**src/rtl/cxu_pkg.sv**
```systemverilog
// Shared types for the CXU cmd/rsp initiator: FSM state encoding and the
// packed command record held in the command FIFO.
package cxu_pkg;

  localparam int unsigned CXU_FUNC_W  = 3;
  localparam int unsigned CXU_STATE_W = 3;
  localparam int unsigned CXU_ID_W    = 4;
  localparam int unsigned CXU_DATA_W  = 32;

  typedef enum logic [1:0] {
    IDLE,
    ISSUE,
    WAIT_RSP,
    HOLD_RSP
  } cxu_state_e;

  typedef struct packed {
    logic [CXU_FUNC_W-1:0]  function_id;
    logic [CXU_DATA_W-1:0]  inputs_0;
    logic [CXU_DATA_W-1:0]  inputs_1;
    logic [CXU_STATE_W-1:0] state_id;
    logic [CXU_ID_W-1:0]    cxu_id;
  } cxu_cmd_t;

  localparam int unsigned CXU_CMD_W = $bits(cxu_cmd_t);

endpackage

```
**src/rtl/cxu_cmd_fifo.sv**
```systemverilog
// Synchronous command FIFO; head is shown combinationally so the issued
// payload stays stable until the entry is popped.
module cxu_cmd_fifo
  import cxu_pkg::*;
#(
  parameter int unsigned DEPTH = 4
) (
  input  logic     clk,
  input  logic     rst_n,
  input  logic     i_push,
  input  cxu_cmd_t i_data,
  input  logic     i_pop,
  output logic     o_full,
  output logic     o_empty,
  output cxu_cmd_t o_head
);

  localparam int unsigned AW = $clog2(DEPTH);

  cxu_cmd_t        r_mem [DEPTH];
  logic [AW:0]     r_wptr;
  logic [AW:0]     r_rptr;
  logic            w_wr;
  logic            w_rd;

  // Extra pointer MSB distinguishes full from empty when the indices match.
  assign o_empty = (r_wptr == r_rptr);
  assign o_full  = (r_wptr[AW] != r_rptr[AW]) && (r_wptr[AW-1:0] == r_rptr[AW-1:0]);
  assign o_head  = r_mem[r_rptr[AW-1:0]];
  assign w_wr    = i_push && !o_full;
  assign w_rd    = i_pop && !o_empty;

  always_ff @(posedge clk or negedge rst_n) begin
    if (!rst_n) begin
      r_wptr <= '0;
      r_rptr <= '0;
    end else begin
      if (w_wr) r_wptr <= r_wptr + (AW+1)'(1);
      if (w_rd) r_rptr <= r_rptr + (AW+1)'(1);
    end
  end

  always_ff @(posedge clk) begin
    if (w_wr) r_mem[r_wptr[AW-1:0]] <= i_data;
  end

endmodule

```
**src/rtl/cxu_cmd_initiator.sv**
```systemverilog
// CPU-side CXU initiator: queues requests, issues one command at a time,
// returns each response or a timeout error on the result port.
module cxu_cmd_initiator
  import cxu_pkg::*;
#(
  parameter int unsigned FIFO_DEPTH     = 4,
  parameter int unsigned TIMEOUT_CYCLES = 1024
) (
  input  logic                   clk,
  input  logic                   reset,
  input  logic                   req_valid,
  output logic                   req_ready,
  input  logic [CXU_FUNC_W-1:0]  req_function_id,
  input  logic [CXU_STATE_W-1:0] req_state_id,
  input  logic [CXU_ID_W-1:0]    req_cxu_id,
  input  logic [CXU_DATA_W-1:0]  req_inputs_0,
  input  logic [CXU_DATA_W-1:0]  req_inputs_1,
  output logic                   res_valid,
  input  logic                   res_ready,
  output logic [CXU_DATA_W-1:0]  res_data,
  output logic                   res_error,
  output logic                   cmd_valid,
  input  logic                   cmd_ready,
  output logic [CXU_FUNC_W-1:0]  cmd_payload_function_id,
  output logic [CXU_DATA_W-1:0]  cmd_payload_inputs_0,
  output logic [CXU_DATA_W-1:0]  cmd_payload_inputs_1,
  output logic [CXU_STATE_W-1:0] cmd_payload_state_id,
  output logic [CXU_ID_W-1:0]    cmd_payload_cxu_id,
  output logic                   cmd_payload_ready,
  input  logic                   rsp_valid,
  output logic                   rsp_ready,
  input  logic [CXU_DATA_W-1:0]  rsp_payload_outputs_0,
  input  logic                   rsp_payload_ready,
  output logic                   busy,
  output logic [15:0]            issued_count
);

  localparam int unsigned      TMR_W    = $clog2(TIMEOUT_CYCLES);
  localparam logic [TMR_W-1:0] TMR_LAST = TMR_W'(TIMEOUT_CYCLES - 1);

  cxu_state_e             r_state;
  logic [TMR_W-1:0]       r_timer;
  logic [CXU_DATA_W-1:0]  r_res_data;
  logic                   r_res_error;
  logic [15:0]            r_issued_count;

  cxu_cmd_t w_req_cmd;
  cxu_cmd_t w_head;
  logic     w_full;
  logic     w_empty;
  logic     w_push;
  logic     w_pop;
  logic     w_in_flight;
  logic     w_cmd_fire;
  logic     w_capture;
  logic     w_timeout;
  logic     w_unused_rsp_payload_ready;

  assign w_unused_rsp_payload_ready = rsp_payload_ready;

  assign w_req_cmd = '{function_id: req_function_id, inputs_0: req_inputs_0,
                       inputs_1: req_inputs_1, state_id: req_state_id,
                       cxu_id: req_cxu_id};

  assign req_ready = !w_full;
  assign w_push    = req_valid && !w_full;

  assign w_in_flight = (r_state == ISSUE) || (r_state == WAIT_RSP);
  assign w_cmd_fire  = (r_state == ISSUE) && cmd_ready;
  assign w_capture   = (w_cmd_fire && rsp_valid) || ((r_state == WAIT_RSP) && rsp_valid);
  assign w_timeout   = w_in_flight && (r_timer == TMR_LAST) && !w_capture;
  // Timeout while still in ISSUE discards the head that was never accepted.
  assign w_pop       = (r_state == ISSUE) && (cmd_ready || w_timeout);

  cxu_cmd_fifo #(
    .DEPTH (FIFO_DEPTH)
  ) u_fifo (
    .clk     (clk),
    .rst_n   (reset),
    .i_push  (w_push),
    .i_data  (w_req_cmd),
    .i_pop   (w_pop),
    .o_full  (w_full),
    .o_empty (w_empty),
    .o_head  (w_head)
  );

  always_ff @(posedge clk or negedge reset) begin
    if (!reset) begin
      r_state        <= IDLE;
      r_timer        <= '0;
      r_res_data     <= '0;
      r_res_error    <= 1'b0;
      r_issued_count <= '0;
    end else begin
      if (w_cmd_fire)  r_issued_count <= r_issued_count + 16'd1;
      if (w_in_flight) r_timer        <= r_timer + TMR_W'(1);
      case (r_state)
        IDLE: begin
          if (!w_empty) begin
            r_state <= ISSUE;
            r_timer <= '0;
          end
        end
        ISSUE, WAIT_RSP: begin
          if (w_capture) begin
            r_state     <= HOLD_RSP;
            r_res_data  <= rsp_payload_outputs_0;
            r_res_error <= 1'b0;
          end else if (w_timeout) begin
            r_state     <= HOLD_RSP;
            r_res_data  <= '0;
            r_res_error <= 1'b1;
          end else if (w_cmd_fire) begin
            r_state <= WAIT_RSP;
          end
        end
        HOLD_RSP: begin
          if (res_ready) begin
            if (!w_empty) begin
              r_state <= ISSUE;
              r_timer <= '0;
            end else begin
              r_state <= IDLE;
            end
          end
        end
        default: r_state <= IDLE;
      endcase
    end
  end

  assign cmd_valid               = (r_state == ISSUE);
  assign rsp_ready               = w_in_flight;
  assign cmd_payload_ready       = w_in_flight;
  assign cmd_payload_function_id = w_head.function_id;
  assign cmd_payload_inputs_0    = w_head.inputs_0;
  assign cmd_payload_inputs_1    = w_head.inputs_1;
  assign cmd_payload_state_id    = w_head.state_id;
  assign cmd_payload_cxu_id      = w_head.cxu_id;
  assign res_valid               = (r_state == HOLD_RSP);
  assign res_data                = r_res_data;
  assign res_error               = r_res_error;
  assign busy                    = (r_state != IDLE) || !w_empty;
  assign issued_count            = r_issued_count;

endmodule
```
**config.mk**
```make
export PLATFORM = sky130hd
export DESIGN_NAME = cxu_cmd_initiator
export DESIGN_NICKNAME = d
export VERILOG_FILES = /design/src/rtl/cxu_pkg.sv /design/src/rtl/cxu_cmd_fifo.sv /design/src/rtl/cxu_cmd_initiator.sv
export SDC_FILE = /design/constraint.sdc
export NUM_CORES = 1
export LEC_CHECK = 0
export BUFFER_PORTS_ARGS = -buffer_cell sky130_fd_sc_hd__buf_2
export CAP_MARGIN = 15
export CORE_MARGIN = 4
export CORE_UTILIZATION = 25
export DETAILED_ROUTE_END_ITERATION = 6
export PLACE_DENSITY = 0.46
export RECOVER_POWER = 25
export SETUP_SLACK_MARGIN = 0.02
export SYNTH_ARGS = -nofsm -noshare
export SYNTH_HDL_FRONTEND = slang
export SYNTH_SLANG_ARGS = --single-unit
```
**constraint.sdc**
```tcl
create_clock -name clk -period 4.4 [get_ports clk]
set_clock_uncertainty 0.05 [all_clocks]
set_input_delay 0.44 -clock clk [delete_from_list [all_inputs] [get_ports clk]]
set_output_delay 0.44 -clock clk [all_outputs]
set_load 0.05 [all_outputs]
```
-- Word-level counts from Yosys, hierarchy flattened
Memory sizes are Yosys's and may differ from the RTL's.
Index checks and enable logic that the tools add are counted.
- add/subtract/negate cells: 4
- multiplexer cells: 17
- reductions and logical operators: 23
- eq/ne operators: 10
- operators with widths (kind ; number):
    $mux W32 ; 2
    $mux W10 ; 3
    $pmux W10 S2 ; 1
    $add A16 B1 Y16 const B ; 1
    $add A10 B1 Y10 const B ; 1
    $eq A10 B10 Y1 const B ; 1
    $logic_and A1 B1 Y1 ; 10
    $mux W2 ; 5
    $add A3 B1 Y3 const B ; 2
    $pmux W2 S3 ; 1
    $mux W1 ; 5
    $eq A2 B2 Y1 const B ; 2
    $logic_or A1 B1 Y1 ; 4
    $ne A4 B4 Y1 const B ; 1
    $reduce_bool A2 Y1 ; 2
    $eq A3 B3 Y1 ; 1
    $logic_not A1 Y1 ; 3
    $reduce_and A3 Y1 ; 1
    $eq A2 B1 Y1 const B ; 1
    $eq A2 B2 Y1 ; 1
    $logic_not A2 Y1 ; 1
    $ne A2 B1 Y1 const B ; 1
    $ne A2 B2 Y1 const B ; 1
    $reduce_and A2 Y1 ; 1
    2 further kinds ; 2
- input port bits: 113
- memory bits (writable): 296
- logic and storage cells: 62
- register bits: 67
- memories kept: 1
- memories (memory ; depth ; bits a word ; read ports ; clocked after memory_dff ; write ports ; line ; source):
    u_fifo.r_mem ; 4 ; 74 ; 1 ; 0 ; 1 ; cxu_cmd_fifo.sv:20 ; cxu_cmd_t r_mem [DEPTH];

-- Longest topological paths before layout
Gate-level depths: netlist (run 1).
- depth in word-level cells: 9
- gate-level depth with buffers: 8
- depth with buffers taken out: 6

-- Cells and area by module
Synthesis (run 1) repeated with hierarchy kept, for this count alone.
- cells, all modules: 650
- area total of the unflattened synthesis: 13888.3 um2
- modules (own cells, without submodules) (module ; area each (um2) ; cells an instance ; times used ; seq. area each (um2)):
    cxu_cmd_fifo ; 11218.3 ; 439 ; 1 ; 9038.7
    cxu_cmd_initiator ; 2670.1 ; 211 ; 1 ; 1526.5

-- Worst setup path after synthesis (run 1)
No wires, ideal clock.
- path type: reg2reg
- from: register u_fifo.r_rptr[1]
- to: memory u_fifo.r_mem[0][0] (netlist name) (enable)
- slack: 1228 ps
- arrival time: 2682 ps
- cell stages (with the launch flop): 5
- setup time: 440 ps
- cells stage by stage: dfrtp_1 buf_2 xor2_1 o31a_2 and2_1
- cells in the longest elaborated chain, start to end: 7
- RTL lines (what ; line ; source):
    start: declaration ; cxu_cmd_fifo.sv:22 ; logic [AW:0] r_rptr;
    start signal: assignment ; cxu_cmd_fifo.sv:39 ; if (w_rd) r_rptr <= r_rptr + (AW+1)'(1);
    $eq A2 B2 Y1 * ; cxu_cmd_fifo.sv:28 ; assign o_full = (r_wptr[AW] != r_rptr[AW]) && (r_wptr[AW-1:0] == r_rptr[AW-1:0]);
    $logic_and A1 B1 Y1 * ; cxu_cmd_fifo.sv:28 ;
    $logic_not A1 Y1 * ; cxu_cmd_fifo.sv:30, cxu_cmd_initiator.sv:66 ;
    $logic_and A1 B1 Y1 ; cxu_cmd_initiator.sv:66 ; assign w_push = req_valid && !w_full;
    $logic_and A1 B1 Y1 * ; cxu_cmd_fifo.sv:30 ; assign w_wr = i_push && !o_full;
    $mux W1 * ; cxu_cmd_fifo.sv:44 ; if (w_wr) r_mem[r_wptr[AW-1:0]] <= i_data;
    $mux W1 (not written as such) * ; cxu_cmd_fifo.sv:44 ;
    end: declaration ; cxu_cmd_fifo.sv:20 ;
Mark *: on every way between the ends. The rest lies on a longest branch, timed or not.

-- Final worst setup path (run 1)
- from: register u_fifo.r_rptr[1]
- to: output cmd_payload_inputs_0[11]
- cells in the longest elaborated chain, start to end: 1
- RTL lines (what ; line ; source):
    $mem_v2 Z4 W74 ; -- ;
    end: declaration ; cxu_cmd_initiator.sv:25 ; output logic [CXU_DATA_W-1:0] cmd_payload_inputs_0,
Every way passes these cells.

==> summary by stage, run 1 <==
Worst setup path
The setup check on the worst reg-to-reg path leaves a slack of 1710 ps. The worst setup path is of the flip-flop to primary output kind. The worst register-to-register path begins at u_fifo.r_rptr[1]$_DFFE_PN0P_. Data on the critical path arrives at its endpoint at ~2800 ps. In this run the critical register-to-register path is captured at u_fifo.r_mem[2][57]$_DFFE_PP_. The critical path startpoint is u_fifo.r_rptr[1]$_DFFE_PN0P_. The required time of the worst setup path is between 3000 and 4000 ps. Of all nets on the critical path, the largest fanout is 57. The depth of the worst register-to-register path is 4.

STA classifies the critical path startpoint as a flip-flop. The worst setup path is captured at a primary output.

STA
Setup repair after global routing left no endpoint under its margin. The final-report max-slew violation count is 0. The count of final setup violators is 0. The tightest slew margin relative to the limit is 34.6%. The portion of the clock cycle consumed by the worst path in the final layout is approximately 75%. The final critical delay including setup and external delays is approximately 3300 ps. The final count of hold timing violations came to 0. The transition at the pin with the smallest max-transition slack is ~1000 ps. Static timing analysis puts the maximum clock frequency at 304 MHz. For the final routed database, the setup TNS stands at 0 ps.

Clock tree
The later-pin clock latency in the skew report is 550 ps. Counting the buffers created by CTS gives 42. The number of setup buffers added after CTS is 0.

The buffer cell driving the clock tree root is sky130_fd_sc_hd__clkbuf_16. The number of buffers on the longest clock path is 3. The TritonCTS clock tree is built. The H-tree was split into 2 levels. The number of gates resized after cts is 0. Clock-pin slew was measured on the worst setup and hold paths at 60 ps. Counting every sink on the clock net gives approximately 360. The quantity of hold-fixing buffers added after cts is 0.

Detailed routing
The first detailed-routing pass took 4 iterations. The number of design-rule violations left by the first detailed-router iteration is 273. In the final routed layout, each cell accounts on average for 18.7 um.

Across all layers, the routed design uses 6989 vias. After detailed routing, the number of vias per cell comes to 4.25. The routed design has 30.7 mm of wire.

In the routed design, unresolved DRC markers number 0. Once detail routing completed, the nets flagged for antenna violations numbered 0.

Logic synthesis
In this run, distinct cell masters in the synthesized netlist total 46. Counting every instance in the synthesized netlist gives between 600 and 700. A synthesized cell averages 21.4 sq um. The area of the mapped netlist is approximately 14000 sq um. The number of synthesized register bits is 363. The most used flip-flop cell after synthesis is sky130_fd_sc_hd__edfxtp_1.

Yosys mapped a number of flops with a built-in enable equal to 296. For this run, asynchronously set or reset flops after synthesis account for a little under a fifth. The portion of the post-synthesis area used by sequential elements is 76.9%. Counting every net in the synthesized netlist gives 766. The warning count from the yosys run is 0.

Finish
0 antenna diodes ended up in the layout. The number of inserted filler cells in the final layout is 5264. The final layout contains 1038 nets. In the layout the commonest cells are sky130_fd_sc_hd__edfxtp_1 (296), sky130_fd_sc_hd__buf_2 (184), sky130_fd_sc_hd__mux4_2 (74), sky130_fd_sc_hd__clkbuf_1 (67), sky130_fd_sc_hd__dfrtp_1 (65).

After the flow finishes, the layout carries non-filler instances totaling 1643. Of the cells placed in the final design, the portion with a size suffix greater than 1 is 37.1%. The growth of design area from synthesis to finish is 24.3%. For this run, the share of the core covered by cells in the final layout is 31.5%. Leaving out fill and tap cells, the most frequent cell in the layout is sky130_fd_sc_hd__edfxtp_1.

Min path
The worst min-delay path category is input port to flip-flop. The end point of the most critical hold path is u_fifo.r_mem[3][58]$_DFFE_PP_. The startpoint identified for the worst hold timing path is req_inputs_0[19]. Counting instances, the worst hold path has a depth of 1.

Power
The total power density per cell area is ~820 nW/um^2. The overall power consumption is approximately 14 mW. Summed over all cells, the static leakage comes to 6.20 nW. The largest voltage drop on the vdd net is between 0.5 and 0.6 mV.

GRT
The via count of the first global-routing pass is 7619. The initial antenna violation count came to 4. Global routing finished with a remaining overflow of 0. The all-layer global routing usage is 10.4%.

The pin count of the biggest net entering global routing is 78. The first-pass GRT wire length is 47.6 mm.

Floorplan
The die boundary width is 242 um. The core region is 54100 sq um. In this run the vertical extent of the chip is 242 um. After floorplanning, the core was divided into 85 placement rows.

The initial utilization of the core area, before any placement, comes to 25.4%. The die covers 58800 sq um. During I/O placement, the number of pins put on the boundary was 242.

Outcome
The run finished with clean final reports.

Place
Including well taps, the total number of placed cells is 1564. The final estimated routing congestion in global placement is 0.706. During placement, the flow inserted port buffers numbering 240. The post-DP HPWL is ~18 mm.

Run
The tool flagged a number of max-cap violations equal to 0.
power breakdown:
part	switching, mW	internal, mW
sequential	0.319	4.64
clock	1.36	1.98
combinational	4.09	1.62
kinds of logic after synthesis:
group	count (synthesis)	synth area share [%]
compound gates	52	3.12
xor+xnor	30	2.02
fa+ha+maj	11	1.00
buf+inv	35	1.48
flops	363	76.9
mux	76	12.3
simple gates	75	3.18
cell usage after synthesis (2+ instances only):
| cell | number | area (sq um) |
|---|---|---|
| sky130_fd_sc_hd__inv_1 | 8 | 30.0 |
| sky130_fd_sc_hd__and2_1 | 4 | 25.0 |
| sky130_fd_sc_hd__or3_1 | 2 | 12.5 |
| sky130_fd_sc_hd__nor4_4 | 2 | 42.5 |
| sky130_fd_sc_hd__a31oi_1 | 2 | 12.5 |
| sky130_fd_sc_hd__ha_1 | 11 | 138 |
| sky130_fd_sc_hd__nand4_1 | 4 | 25.0 |
| sky130_fd_sc_hd__clkbuf_1 | 6 | 22.5 |
| sky130_fd_sc_hd__and2_4 | 2 | 17.5 |
| sky130_fd_sc_hd__a21oi_1 | 4 | 20.0 |
| sky130_fd_sc_hd__nand2_1 | 21 | 78.8 |
| sky130_fd_sc_hd__a22o_1 | 32 | 280 |
| sky130_fd_sc_hd__dfrtp_1 | 67 | 1680 |
| sky130_fd_sc_hd__xnor2_2 | 2 | 32.5 |
| sky130_fd_sc_hd__nand2b_1 | 2 | 12.5 |
| sky130_fd_sc_hd__xor2_1 | 8 | 70.1 |
| sky130_fd_sc_hd__nand3_1 | 14 | 70.1 |
| sky130_fd_sc_hd__nor2_1 | 9 | 33.8 |
| sky130_fd_sc_hd__and3_1 | 2 | 12.5 |
| sky130_fd_sc_hd__nor3_1 | 5 | 25.0 |
| sky130_fd_sc_hd__o21ai_0 | 5 | 25.0 |
| sky130_fd_sc_hd__buf_2 | 9 | 45.0 |
| sky130_fd_sc_hd__buf_4 | 8 | 60.1 |
| sky130_fd_sc_hd__mux4_2 | 74 | 1670 |
| sky130_fd_sc_hd__edfxtp_1 | 296 | 8890 |
| sky130_fd_sc_hd__buf_6 | 4 | 45.0 |
| sky130_fd_sc_hd__xnor2_1 | 20 | 175 |
how the worst max path moves through the flow:
| stage | to | slack (ps) | depth (start not counted) |
|---|---|---|---|
| after global routing | cmd_payload_inputs_0[26] | 960 | 3 |
| final | cmd_payload_inputs_0[11] | 1110 | 3 |
| after floorplan | u_fifo.r_mem[0][0]$_DFFE_PP_ | 1230 | 4 |
| after CTS | cmd_payload_inputs_1[19] | 1010 | 3 |
| after detailed placement | u_fifo.r_mem[2][55]$_DFFE_PP_ | 1630 | 4 |
| after global placement | cmd_payload_inputs_1[19] | 1610 | 3 |
per-stage QoR:
| step | hold slack, ps | setup slack (ps) | cell area, sq um |
|---|---|---|---|
| 2_1_floorplan | 94.4 | 1230 | 13700 |
| 3_3_place_gp | 414 | 1610 | 15800 |
| 5_1_grt | 21.2 | 956 | 17100 |
| 4_1_cts | 3.31 | 1010 | 17100 |
| 6_report | 48.5 | 1110 | 17100 |
| 3_5_place_dp | 414 | 1630 | 15800 |
critical path: stages, from the launching register on:
cell	delay [ps]
sky130_fd_sc_hd__dfrtp_4	680
sky130_fd_sc_hd__buf_4	830
sky130_fd_sc_hd__mux4_2	440
sky130_fd_sc_hd__buf_2	230
registers in the layout, summed over array words and instances (netlist names):
register / count
issued_count: 16
r_state: 2
r_timer: 10
res_data: 32
res_error: 1
u_fifo.r_mem: 296
u_fifo.r_rptr: 3
u_fifo.r_wptr: 3
cell type report:
class                           instances  area [sq um]  share of cell area (%)
Inverter                                8          30.0                   0.176
Sequential cell                       363         10600                    61.9
Tap cell                              696           871                    5.10
Timing Repair Buffer                  255          1300                    7.59
Multi-Input combinational cell        244          2980                    17.5
Clock buffer                           54          1120                    6.54
Clock inverter                         23           206                    1.21
per-layer routing:
layer  vias up  GRT usage, %  wire, um
met1      3571          13.1     13100
li1       3162             -         -
met2       194          16.6     14300
met5         -             0        41
met3        56          4.28      2600
met4         6          3.21       706
Note: power is estimated with default switching activity, not from simulation.
==> run 2, diff against run 1 <==
--- a/config.mk
+++ b/config.mk
@@ -10,7 +10,7 @@
 export CORE_MARGIN = 4
 export CORE_UTILIZATION = 25
 export DETAILED_ROUTE_END_ITERATION = 6
-export PLACE_DENSITY = 0.46
+export PLACE_DENSITY = 0.47
 export RECOVER_POWER = 25
 export SETUP_SLACK_MARGIN = 0.02
 export SYNTH_ARGS = -nofsm -noshare
==> constraint.sdc (replaced) <==
create_clock -name clk -period 2.7 [get_ports clk]
set_clock_uncertainty 0.05 [all_clocks]
set_input_delay 0.27 -clock clk [delete_from_list [all_inputs] [get_ports clk]]
set_output_delay 0.27 -clock clk [all_outputs]
set_load 0.05 [all_outputs]
==> summary by stage, run 2 (synthesis results as in run 1) <==
Finish
The filler-free cell count of the finished design is 1754 (+6.8%). The area growth from synthesis to layout is 32.8%. The library cell used most frequently in the layout, excluding fill and tap cells, is sky130_fd_sc_hd__edfxtp_1. The post-route core utilization is 33.7% (+2.2 points). Leaving out fill and tap cells, the most frequent cells in the layout are sky130_fd_sc_hd__edfxtp_1 (296), sky130_fd_sc_hd__buf_2 (186), sky130_fd_sc_hd__dlygate4sd3_1 (108), sky130_fd_sc_hd__mux4_2 (74), sky130_fd_sc_hd__dfrtp_1 (65). The net count reported at finish is 1146 (+10%). The number of flip-flops under the largest register name was 296 (unchanged). The share of post-route cells with drive strength above 1 came to 33.7% (-3.4 points). The finished layout cell area is 18200 sq um (+6.8%).

STA
The tightest slew margin relative to the limit is 50.2% (+16 points). The count of final setup violators is 0 (unchanged). Of the available clock period, the critical path in the final layout requires 92.6%. Derived from the worst setup path, the maximum achievable clock frequency is 400 MHz. Setup repair after global routing left no endpoint under its margin. The final worst setup slack is 201 ps (-911 ps). After layout, the minimum clock period comes to between 2000 and 2500 ps. The setup TNS after final layout is 0 ps (unchanged). The final count of hold timing violations is 0 (unchanged). The worst hold slack came to 127 ps (+78.8 ps). The transition at the pin with the smallest max-transition slack is 746 ps (-234 ps). The final-report max-slew violation count is 0 (unchanged).

Detailed routing
The routed via count divided by cell count is 4.21 (-0.97%). The post-route DRC violation count was 0 (unchanged). The remaining number of nets flagged by the antenna check after routing was 0 (unchanged). The detailed-route wire length was 31.5 mm (+2.5%).

The routed wirelength normalized by instance count came to 17.9 um (-4.0%). The number of design-rule violations left by the first detailed-router iteration was 310 (+14%). The via count is 7389 (+5.7%).

The first-pass detailed-route iteration total is 4 (unchanged).

Run
The number of max-capacitance violations reported is 0 (unchanged).

Worst setup path
The category of the most critical setup path is flip-flop to primary output. The startpoint of the lowest-slack register-to-register path is r_state[1]$_DFFE_PN0P_. STA classifies the critical path startpoint as a flip-flop. The critical path startpoint is u_fifo.r_rptr[0]$_DFFE_PN0P_. STA classifies the critical path endpoint as a primary output. The highest net fanout along the worst path is 26 (-54%). The required time of the worst setup path is 2380 ps (-1530 ps). The data arrival time at the worst-slack endpoint is 2180 ps (-620 ps).

Outcome
The flow ran to the end, and the final reports show no timing, DRC or antenna violations.

Floorplan
The number of top-level pins is 242 (unchanged). The number of rows created at floorplan was 85 (unchanged). The die boundary width is 242 um (unchanged).

The die height is 242 um (unchanged). The die footprint is 58800 sq um (unchanged). The effective utilization at floorplan is 25.4% (unchanged). The placeable core region was 54100 sq um (unchanged).

GRT
The initial antenna violation count came to 4 (unchanged). The via count of the first global-routing pass was 8039 (+5.5%). The pin count of the biggest net entering global routing is 78 (unchanged). The all-layer global routing usage is 10.6% (+0.13 points). The final global-route overflow total was 0 (unchanged).

The first-pass GRT wire length is 48.7 mm (+2.4%).

Clock tree
The clock-pin slew of the registers on the worst-case setup and hold paths came to 50 ps (about the same). The cell sitting at the root of the clock tree is a sky130_fd_sc_hd__clkbuf_16. The H-tree depth is 2 (unchanged).

The number of buffers on the longest clock path came to 3 (unchanged). The number of buffers created by CTS is 42 (unchanged). TritonCTS built the clock tree. The clock sink count is 363 (unchanged). The later-pin clock latency in the skew report is 540 ps (about the same).

Place
The post-DP HPWL is 18.3 mm (-0.84%). The final estimated routing congestion in global placement is 0.725 (+2.7%). The number of port buffers is 240 (unchanged). The standard cell area after detailed placement came to 15900 sq um (+0.52%).

The worst-case setup slack after placement was 549 ps (-1080 ps). The placed cell count came to 1565 (+0.064%).

Power
The reported leakage power came to 6.70 nW (+7.9%). The overall power consumption is 23.1 mW (+65%). The total power density per cell area is 1260 nW/um^2 (+54%).

The largest voltage drop on the vdd net is 0.633 mV (+22%).

Min path
The startpoint of the tightest hold check path is cmd_ready. In this run the worst hold path is classified as input port to flip-flop.
[run 2: cell types whose count changed in the layout (fill, tap and decap cells not counted), sizes merged]
cell / before / now
clkinvlp: 2 / 0
dlygate4sd3: 1 / 108
buf: 198 / 200
clkbuf: 110 / 115
bufinv: 3 / 1
inv: 10 / 9
diode: 0 / 4
clkinv: 16 / 14
[run 2: worst paths after layout]
| kind | slack, ps | to | cells past startpoint |
|---|---|---|---|
| worst max-delay path | 200 | cmd_payload_inputs_0[28] | 3 |
| worst min-delay path | 130 | issued_count[0]$_DFFE_PN0N_ | 3 |
| worst max register to register | 510 | res_data[22]$_DFFE_PN0P_ | 6 |
| worst min register to register | 410 | issued_count[15]$_DFFE_PN0N_ | 1 |
| max in group asynchronous | 1690 | res_data[17]$_DFFE_PN0P_ | 3 |
| min in group asynchronous | 240 | issued_count[3]$_DFFE_PN0N_ | 2 |
[run 2: layout make-up]
class,instances,area [sq um]
clock inverter,16,103
timing repair buffer,363,2460
inverter,8,30.0
multi-input combinational,244,2980
tap,696,871
clock buffer,60,1210
sequential,363,10600
fill,5166,35900
antenna,4,10.0
[run 2: report_power, final]
| group | internal (mW) | total, mW | leakage (nW) | switching (mW) |
|---|---|---|---|---|
| clock network | 3.20 | 5.35 | 0.647 | 2.15 |
| registers | 7.55 | 8.02 | 3.57 | 0.471 |
| logic | 2.88 | 9.68 | 2.48 | 6.80 |
[run 2: critical path, stage by stage, from the launching register on]
cell,delay (ps)
sky130_fd_sc_hd__dfrtp_4,520
sky130_fd_sc_hd__clkbuf_16,310
sky130_fd_sc_hd__mux4_2,540
sky130_fd_sc_hd__buf_2,240
[run 2: per-layer routing]
layer / track usage (%) / up-vias / wire, um
met2: 16.5 / 208 / 14600
met4: 3.36 / 0 / 834
met5: 0 / - / 0
met3: 3.76 / 54 / 2320
met1: 13.8 / 3739 / 13800
li1: - / 3388 / -
[run 2: what timing repair did]
action                                 in CTS  in global routing
resized for setup                           1                  0
hold buffers                              108                  0
endpoints found under the hold margin     355                  0
gates cloned                                0                  1
setup buffers                               0                  0
setup endpoints to repair                   1                 32
==> run 3, diff against run 2 <==
--- a/config.mk
+++ b/config.mk
@@ -5,6 +5,7 @@
 export SDC_FILE = /design/constraint.sdc
 export NUM_CORES = 1
 export LEC_CHECK = 0
+export ABC_AREA = 1
 export BUFFER_PORTS_ARGS = -buffer_cell sky130_fd_sc_hd__buf_2
 export CAP_MARGIN = 15
 export CORE_MARGIN = 4
==> summary by stage, run 3 <==
Outcome
The flow ran to the end, and the final reports show no timing, DRC or antenna violations.

STA
The final count of hold timing violations is 0 (unchanged). Setup repair after global routing could not meet its margin everywhere. The tightest slew margin relative to the limit is 63.9% (+14 points). The transition at the pin with the smallest max-transition slack is 541 ps (-205 ps). The final-report max-slew violation count was 0 (unchanged). The portion of the clock cycle consumed by the worst path in the final layout came to 93.8% (+1.2 points).

The final critical delay including setup and external delays is 2530 ps (+33.0 ps). The count of final setup violators is 0 (unchanged). The maximum clock frequency is 395 MHz (-1.3%).

Worst setup path
The highest net fanout along the worst path is 42 (+62%). STA classifies the critical path startpoint as a flip-flop. The depth of the worst register-to-register path is 6 (unchanged). The slowest stage of the critical path is the sky130_fd_sc_hd__dfrtp_4 cell. STA classifies the critical path endpoint as a primary output. The data arrival time at the worst-slack endpoint is 2210 ps (+30 ps). The worst stage delay on the critical path is 550 ps (about the same). The critical path in this run is classified as flip-flop to primary output. The critical path goes through inv_4, buf_16, buf_12, o21ai_0, o22ai_1, buf_2. The required time of the worst setup path was 2380 ps (about the same).

Power
The total power density per cell area came to 1270 nW/um^2 (+0.25%). The reported leakage power was 7.15 nW (+6.7%). The largest voltage drop on the vdd net is 0.708 mV (+12%).

Logic synthesis
The warning count from the yosys run is 0 (unchanged). In the synthesized netlist the dominant register cell turns out to be sky130_fd_sc_hd__edfxtp_1. Sorting the synthesized cells by how often they occur yields sky130_fd_sc_hd__edfxtp_1 (296), sky130_fd_sc_hd__nor2_1 (163), sky130_fd_sc_hd__o21ai_0 (150), sky130_fd_sc_hd__nand2_1 (135), sky130_fd_sc_hd__o22ai_1 (74). The count of flip-flops with a built-in enable after synthesis is 296 (unchanged).

After synthesis, the cell types taking the most area are sky130_fd_sc_hd__edfxtp_1 (63%), sky130_fd_sc_hd__dfrtp_1 (12%), sky130_fd_sc_hd__o21ai_0 (5.3%). The share of Yosys cell area claimed by the top area cell type is 62.9% (-1.8 points). The number of distinct library cells after synthesis is 33 (-28%). The fraction of registers with async set/reset is 18.5% (unchanged). The area of the mapped netlist is 14100 sq um (+2.8%). The number of nets in the synthesized netlist is 1214 (+58%). The average instance area after synthesis is 13.0 sq um (-39%). In the post-synthesis netlist, the cell with the most instances is sky130_fd_sc_hd__edfxtp_1. The post-synthesis instance total is 1090 (+70%). The portion of the post-synthesis area used by sequential elements was 74.8% (-2.1 points). The number of synthesized register bits is 363 (unchanged).

The cell taking the most area after synthesis is sky130_fd_sc_hd__edfxtp_1.

Clock tree
The number of buffers created by CTS is 42 (unchanged). The H-tree depth is 2 (unchanged). The TritonCTS clock tree is built.

The clock sink count is 363 (unchanged). The number of buffers on the longest clock path came to 3 (unchanged). The later-pin clock latency in the skew report is 560 ps (+20 ps). The clock-pin slew of the registers on the worst-case setup and hold paths was 60 ps (about the same). The buffer cell driving the clock tree root is sky130_fd_sc_hd__clkbuf_16.

Place
The number of port buffers was 240 (unchanged). The standard cell area after detailed placement is 16500 sq um (+3.9%). The post-DP HPWL is 21.4 mm (+17%).

The final estimated routing congestion in global placement is 0.720 (-0.73%).

Min path
The worst min-delay path category is input port to flip-flop. The cell depth of the worst min-delay path was 3 (unchanged).

Finish
The finished layout cell area is 18900 sq um (+3.6%). The net count reported at finish is 1579 (+38%). The leading cell type in the layout, fill and taps excluded is sky130_fd_sc_hd__edfxtp_1. The share of post-route cells with drive strength above 1 was 20.7% (-13 points).

Relative to the synthesized area, the layout overhead comes to 33.8%. In the layout the commonest cells are sky130_fd_sc_hd__edfxtp_1 (296), sky130_fd_sc_hd__buf_2 (176), sky130_fd_sc_hd__nor2_1 (160), sky130_fd_sc_hd__o21ai_0 (150), sky130_fd_sc_hd__nand2_1 (135). The number of flip-flops under the largest register name came to 296 (unchanged).

The post-route core utilization is 34.0% (+0.35 points).

Detailed routing
The post-route DRC violation count is 0 (unchanged). The via count is 9568 (+29%). The routed wirelength normalized by instance count is 16.5 um (-8.1%). The detailed-route wire length was 37.0 mm (+17%). The number of design-rule violations left by the first detailed-router iteration is 462 (+49%). The remaining number of nets flagged by the antenna check after routing was 0 (unchanged). The routed via count divided by cell count is 4.27 (+1.3%). The first-pass detailed-route iteration total is 4 (unchanged).

Run
The number of max-capacitance violations reported was 0 (unchanged).

Floorplan
The number of top-level pins is 242 (unchanged). The placeable core region is 55500 sq um (+2.6%). The die height is 246 um (+1.4%).

The die footprint is 60400 sq um (+2.7%). The effective utilization at floorplan is 25.4% (+0.061 points). The number of rows created at floorplan came to 86 (+1.2%). The die boundary width is 246 um (+1.4%).

GRT
The via count of the first global-routing pass came to 9587 (+19%). The initial antenna violation count is 8 (+4). The final global-route overflow total is 0 (unchanged).

The first-pass GRT wire length is 57.0 mm (+17%). The all-layer global routing usage is 12.1% (+1.5 points). The pin count of the biggest net entering global routing was 60 (-23%).
run 3: changes by cell type in the layout (fill, tap and decap cells not counted), sizes merged, moves of 4 or more:
cell | before | now
a22o | 32 | 0
and2 | 6 | 0
buf | 200 | 213
diode | 4 | 8
inv | 9 | 36
mux4 | 74 | 0
nand2 | 22 | 139
nand3 | 15 | 46
nor2 | 10 | 179
nor3 | 5 | 1
o21ai | 5 | 150
o22ai | 0 | 74
xnor2 | 22 | 10
xor2 | 8 | 13
run 3: final cells by class:
cell class / instances / area (sq um)
Clock inverter: 22 / 185
Timing Repair Buffer: 380 / 2710
Multi-Input combinational cell: 634 / 3230
Antenna cell: 8 / 20.0
Inverter: 34 / 130
Sequential cell: 363 / 10600
Fill cell: 5590 / 36600
Clock buffer: 54 / 1120
Tap cell: 748 / 936
run 3: final timing paths:
kind,from,slack (ps),to
max in group asynchronous,reset,1750,res_data[8]$_DFFE_PN0P_
min in group asynchronous,reset,180,issued_count[15]$_DFFE_PN0N_
setup reg to reg,u_fifo.r_rptr[0]$_DFFE_PN0P_,570,u_fifo.r_mem[3][51]$_DFFE_PP_
hold / removal,cmd_ready,50,issued_count[0]$_DFFE_PN0N_
hold reg to reg,res_data[19]$_DFFE_PN0P_,420,res_data[19]$_DFFE_PN0P_
setup / recovery,u_fifo.r_rptr[0]$_DFFE_PN0P_,170,cmd_payload_inputs_0[2]
run 3: kinds of logic after synthesis:
| family | after synthesis | share of synthesized area [%] |
|---|---|---|
| and+or+nand+nor | 373 | 11.2 |
| adders and majority gates | 11 | 0.974 |
| xor gates and xnor gates | 23 | 1.56 |
| DFF | 363 | 74.8 |
| AOI/OAI and AO/OA | 226 | 8.68 |
| muxes | 1 | 0.0709 |
| buffers and inverters | 93 | 2.68 |
run 3: layer usage:
metal  routed length, um  global-route usage (%)  up-vias
met5                   0                       0        -
met4                 547                    2.54        0
met3                3130                    4.78       43
met2               16300                    18.5      254
met1               17000                    16.3     4631
li1                    -                       -     4640
run 3: what timing repair did:
action | 4_1_cts | 5_1_grt
setup endpoints to repair | 33 | 9
setup buffers | 4 | 0
endpoints found under the hold margin | 349 | 0
gates resized for setup | 2 | 12
hold buffers | 108 | 0
run 3: metrics by stage:
| step | setup WS [ps] | TNS [ps] | std cells | power [mW] | hold WS (ps) |
|---|---|---|---|---|---|
| floorplan | -6.65 | -492 | 1090 | 15.5 | -75.6 |
| global placement | 562 | 0 | 2047 | 18.6 | 228 |
| detailed placement | 565 | 0 | 2047 | 18.7 | 237 |
| CTS | 43.3 | 0 | 2235 | 24.4 | 0.995 |
| global route | 0.857 | 0 | 2240 | 25.4 | 36.2 |
| finish | 168 | 0 | 2243 | 24.0 | 45.1 |
run 3: critical path: cells and delay by family (launching register included):
kind,cells,cell delay (ps)
buffers and inverters,4,850
AO/OA/AOI/OAI,2,230
flip-flops,1,550
run 3: power by group:
group | leakage, nW | total [mW] | internal [mW] | switching [mW]
registers | 3.57 | 7.88 | 7.46 | 0.421
clock network | 0.624 | 5.33 | 3.05 | 2.28
logic | 2.95 | 10.7 | 2.61 | 8.13
